**src/rtl/md_step_accumulator.sv**
```systemverilog
// md_step_accumulator: radix-4 multiply / non-restoring divide step accumulator driven by external digit-select logic.
module md_step_accumulator #(
  parameter int WIDTH = 26,
  parameter int CNTW  = 5
) (
  input  logic               CLK,
  input  logic               RESETN,
  input  logic               START,
  input  logic               MODE,
  input  logic               STEP,
  input  logic [WIDTH-1:0]   OPA,
  input  logic [WIDTH-1:0]   OPB,
  input  logic               SG1,
  input  logic               SG2,
  input  logic               TFD,
  input  logic               ESD,
  output logic               BUSY,
  output logic               DONE,
  output logic               RSGN,
  output logic [2*WIDTH-1:0] PROD,
  output logic               DIVZ,
  output logic               DERR
);
  typedef enum logic [2:0] {S_IDLE, S_MUL, S_DIV, S_FIX, S_DONE} state_t;
  localparam logic [CNTW-1:0] MUL_LAST = CNTW'(WIDTH/2 - 1);
  localparam logic [CNTW-1:0] DIV_LAST = CNTW'(WIDTH - 1);
  state_t state_q, state_d;
  logic [2*WIDTH-1:0] acc_q, acc_d;
  logic               rtop_q, rtop_d;
  logic [WIDTH-1:0]   opa_q, opa_d;
  logic [CNTW-1:0]    cnt_q, cnt_d;
  logic               divz_q, divz_d, derr_q, derr_d;
  logic [WIDTH+1:0]   m_hi, m_a, m_prod, m_sum;
  logic [WIDTH:0]     d_r, d_sum, f_sum;
  logic               opa_zero;
  assign opa_zero = (OPA == '0);
  // Multiply: upper half gains d*OPA in WIDTH+2 bits, then the whole accumulator shifts right by 2.
  always_comb begin
    m_hi   = {{2{acc_q[2*WIDTH-1]}}, acc_q[2*WIDTH-1:WIDTH]};
    m_a    = {{2{opa_q[WIDTH-1]}}, opa_q};
    m_prod = (TFD & ~ESD) ? {m_a[WIDTH:0], 1'b0} : (ESD & ~TFD) ? m_a : '0;
    m_sum  = SG1 ? m_hi - m_prod : m_hi + m_prod;
    d_r    = {acc_q[2*WIDTH-1:WIDTH], acc_q[WIDTH-1]};
    d_sum  = SG2 ? d_r + {1'b0, opa_q} : d_r - {1'b0, opa_q};
    f_sum  = {rtop_q, acc_q[2*WIDTH-1:WIDTH]} + {1'b0, opa_q};
  end
  always_comb begin
    state_d = state_q;
    case (state_q)
      S_IDLE:  state_d = !START ? S_IDLE : !MODE ? S_MUL : opa_zero ? S_DONE : S_DIV;
      S_MUL:   state_d = (STEP && cnt_q == MUL_LAST) ? S_DONE : S_MUL;
      S_DIV:   state_d = (STEP && cnt_q == DIV_LAST) ? S_FIX : S_DIV;
      S_FIX:   state_d = S_DONE;
      default: state_d = S_IDLE;
    endcase
  end
  always_comb begin
    acc_d  = acc_q;
    rtop_d = rtop_q;
    opa_d  = opa_q;
    cnt_d  = cnt_q;
    divz_d = divz_q;
    derr_d = derr_q;
    if (state_q == S_IDLE && START) begin
      opa_d  = OPA;
      cnt_d  = '0;
      rtop_d = 1'b0;
      derr_d = 1'b0;
      divz_d = MODE & opa_zero;
      acc_d  = !MODE ? '0 : opa_zero ? {OPB, {WIDTH{1'b1}}} : {{WIDTH{1'b0}}, OPB};
    end else if (state_q == S_MUL && STEP) begin
      acc_d  = {m_sum, acc_q[WIDTH-1:2]};
      cnt_d  = cnt_q + 1'b1;
      derr_d = derr_q | (TFD & ESD);
    end else if (state_q == S_DIV && STEP) begin
      acc_d  = {d_sum[WIDTH-1:0], acc_q[WIDTH-2:0], ~d_sum[WIDTH]};
      rtop_d = d_sum[WIDTH];
      cnt_d  = cnt_q + 1'b1;
    end else if (state_q == S_FIX && rtop_q) begin
      acc_d  = {f_sum[WIDTH-1:0], acc_q[WIDTH-1:0]};
      rtop_d = f_sum[WIDTH];
    end
  end
  always_ff @(posedge CLK or negedge RESETN) begin
    if (!RESETN) state_q <= S_IDLE;
    else         state_q <= state_d;
  end
  always_ff @(posedge CLK or negedge RESETN) begin
    if (!RESETN) begin
      acc_q  <= '0;
      rtop_q <= 1'b0;
      opa_q  <= '0;
      cnt_q  <= '0;
      divz_q <= 1'b0;
      derr_q <= 1'b0;
    end else begin
      acc_q  <= acc_d;
      rtop_q <= rtop_d;
      opa_q  <= opa_d;
      cnt_q  <= cnt_d;
      divz_q <= divz_d;
      derr_q <= derr_d;
    end
  end
  always_comb begin
    BUSY = (state_q == S_MUL) || (state_q == S_DIV) || (state_q == S_FIX);
    DONE = (state_q == S_DONE);
    RSGN = rtop_q;
    PROD = acc_q;
    DIVZ = divz_q;
    DERR = derr_q;
  end
endmodule
```
**config.mk**
```make
export PLATFORM = sky130hd
export DESIGN_NAME = md_step_accumulator
export DESIGN_NICKNAME = d
export VERILOG_FILES = /design/src/rtl/md_step_accumulator.sv
export SDC_FILE = /design/constraint.sdc
export NUM_CORES = 1
export LEC_CHECK = 0
export CAP_MARGIN = 20
export CELL_PAD_IN_SITES_DETAIL_PLACEMENT = 1
export CELL_PAD_IN_SITES_GLOBAL_PLACEMENT = 2
export CORE_AREA = 8 8 210 212
export CTS_BUF_LIST = sky130_fd_sc_hd__clkbuf_2 sky130_fd_sc_hd__clkbuf_4 sky130_fd_sc_hd__clkbuf_8
export CTS_CLUSTER_SIZE = 20
export DETAILED_ROUTE_END_ITERATION = 16
export DIE_AREA = 0 0 218 220
export PLACE_DENSITY_LB_ADDON = 0.15
export SKIP_LAST_GASP = 1
export SLEW_MARGIN = 20
export SYNTH_ARGS = -nofsm -noshare
export SYNTH_HDL_FRONTEND = slang
export SYNTH_SLANG_ARGS = --single-unit
```
**constraint.sdc**
```tcl
create_clock -name CLK -period 12 [get_ports CLK]
set_input_delay 1.2 -clock CLK [delete_from_list [all_inputs] [get_ports CLK]]
set_output_delay 1.2 -clock CLK [all_outputs]
set_load 0.03 [all_outputs]
```
==> impl_metrics.yaml <==
outcome:
  status: "completed"
cts:
  clockBufferDepth: 2
  cts_setup_buffers: 0
  numCtsBuffers: 9
  cts_tree: "yes"
  clkSinkCount: 89
  cts_root_buffer: "clkbuf_8"
  clock_latency_ps: 450
  hold_buffers: 0
  cts_resized: 0
  clk_pin_slew_ps: 120
  htree_levels: 3
setup_path:
  cp.required_ps: 12340
  worstSetupStartpointType: "primary input"
  cp-end-kind: "flip-flop"
  cp_max_fo: 28
  arrival_ps: 6630
  path_class: "primary input to flip-flop"
logic_synthesis:
  synthFlopType: "dfrtp_1"
  synth_warnings: 0
  syn-cell-area_um2: 10070
  syn-instance-count: 1332
  synth.distinct_cells: 70
  ys_ff_latch: 89
  async_flop_share_pct: 100.0
  yosysSeqAreaShare_pct: 22.11
  synth_area_per_cell_um2: 7.562
  synthesis.nets: 1480
  synth-edff-count: 0
final_layout:
  final-instance-count-excl-fill: 1930
  design_area_um2: 11910
  syn_to_final_growth_pct: 18.27
  final_cell_mix: "nor2_1 (143), nand2_1 (132), a21oi_1 (122)"
  fill_cells: 4911
  multiInputGateArea_um2: 7431
  nNetsFinal: 1540
  regArea_um2: 2227
  drive_above_1_share_pct: 4.438
  final_common_cell: "nor2_1"
die:
  core-area_um2: 40550
  num_rows: 74
  die_h_um: 220
  initial_core_util_pct: 24.84
  io_pins: 118
  die_area_um2: 47960
  fp.dieW_um: 218
routing:
  routed_wl_um: 45670
  via_per_inst: 5.426
  via_count: 10472
  ant_nets: 0
  drtPass1Iterations: 5
  routedWlPerCell_um: 23.66
  drc: 0
  first_iter_violations: 667
sta:
  finalCritPeriodShare_pct: 52.40
  rsz0062_at_grt: "false"
  hold_violations: 0
  fin_tns_setup_ps: 0
  worst_slew_pin_slew_ps: 1063
  maxSlewViolCount: 0
  relSlewSlack_pct: 28.95
  skew_ps: 19.02
  setup_ws_ps: 5712
  setup_viol: 0
  finalCriticalPeriod_ps: 6288
  max_freq_mhz: 159.0
place:
  pre_cts_slack_ps: 5299
  placedInstanceArea_um2: 11710
  port_buffers: 117
  hpwl_um: 35490
  place.gp.congestion: 0.8464
  place_inst: 1913
grt:
  grt_pass1_vias: 10878
  grt_usage_pct: 18.87
  antenna_found_initial: 0
  grt-ovfl-total: 0
  grt_pass1_wl_um: 69440
  grt_max_degree: 55
run:
  maxCapViolCount: 0
hold_path:
  hp-class: "flip-flop to flip-flop"
==> worst paths after layout <==
check	cells past startpoint	from	slack, ps	to
max	18	TFD	5710	PROD[47]
max in group asynchronous	2	RESETN	10070	PROD[49]
min reg2reg	2	DIVZ	490	DIVZ
min in group asynchronous	1	RESETN	720	PROD[28]
min	2	DIVZ	490	DIVZ
max reg2reg	15	opa_q[2]	6660	PROD[48]
==> state kept, by name, indices dropped and copies added, names as in the netlist <==
| register | flops |
|---|---|
| RSGN | 1 |
| PROD | 52 |
| DIVZ | 1 |
| DERR | 1 |
| state_q | 3 |
| opa_q | 26 |
| cnt_q | 5 |
==> cells in the mapped netlist, types with 10 or more instances <==
library cell | n | share of area (%)
o21a_1 | 14 | 1.0
nand2_1 | 133 | 5.0
nand4_1 | 10 | 0.62
inv_1 | 30 | 1.1
xor2_1 | 58 | 5.0
nor3_1 | 25 | 1.2
a31oi_1 | 44 | 2.7
a21o_1 | 28 | 2.1
nor2_1 | 143 | 5.3
nor2b_1 | 12 | 0.75
o31ai_1 | 11 | 0.82
o21ai_0 | 98 | 4.9
and3_1 | 10 | 0.62
nor4_1 | 14 | 0.87
ha_1 | 84 | 10
a22oi_1 | 52 | 3.9
nand2b_1 | 17 | 1.1
a21oi_1 | 122 | 6.1
a221oi_1 | 12 | 1.0
dfrtp_1 | 89 | 22
a211oi_1 | 18 | 1.3
clkbuf_1 | 70 | 2.6
xnor2_1 | 57 | 5.0
o211ai_1 | 20 | 1.5
nand3_1 | 27 | 1.3
==> stage by stage <==
stage,hold slack (ps),util (%)
finish,492.4,29.37
global route,525.7,29.37
CTS,505.1,29.37
detailed placement,480.0,28.88
global placement,462.1,28.88
floorplan,526.7,-
==> layer usage <==
metal / GRT usage, % / up-vias / routed length, um
li1: - / 5034 / -
met1: 28.18 / 5210 / 23930
met2: 28.66 / 207 / 19700
met3: 2.125 / 21 / 1563
met4: 4.030 / 0 / 473
met5: 0 / - / 0
==> cell type report <==
cell class,instances,share of cell area [%]
well taps,532,5.588
inverters,30,0.9453
clock buffers,12,1.229
clock inverters,4,0.4516
diodes,1,0.02101
flip-flops and latches,89,18.70
multi-input cells,1131,62.38
repair buffers,131,10.69
==> cells by family (layout without fill, tap and decap cells) <==
| family | after synthesis | after routing | share of synthesized area [%] |
|---|---|---|---|
| AOI/OAI and AO/OA | 478 | 478 | 30.41 |
| xor gates and xnor gates | 116 | 116 | 10.16 |
| adders and majority gates | 87 | 87 | 11.03 |
| buffers and inverters | 112 | 177 | 4.348 |
| DFF | 89 | 89 | 22.11 |
| muxes | 15 | 15 | 1.590 |
| other | 0 | 1 | 0 |
| and+or+nand+nor | 435 | 435 | 20.35 |
==> worst max-delay path: stages <==
cell             delay [ps]
clkdlybuf4s50_1         880
nor2b_2                 370
buf_4                   250
a22oi_1                 230
ha_1                    230
nor3b_1                 500
and3b_1                 360
a21oi_1                 110
xor2_1                  200
ha_1                    380
a22o_1                  240
nor4_1                  340
a21oi_1                 190
o21ai_0                 300
a21boi_0                200
or3_1                   340
a32oi_1                 200
a21oi_1                  90
Power is not shown: default switching activity piles up to over one toggle a cycle in this logic, so the estimate is an artifact.
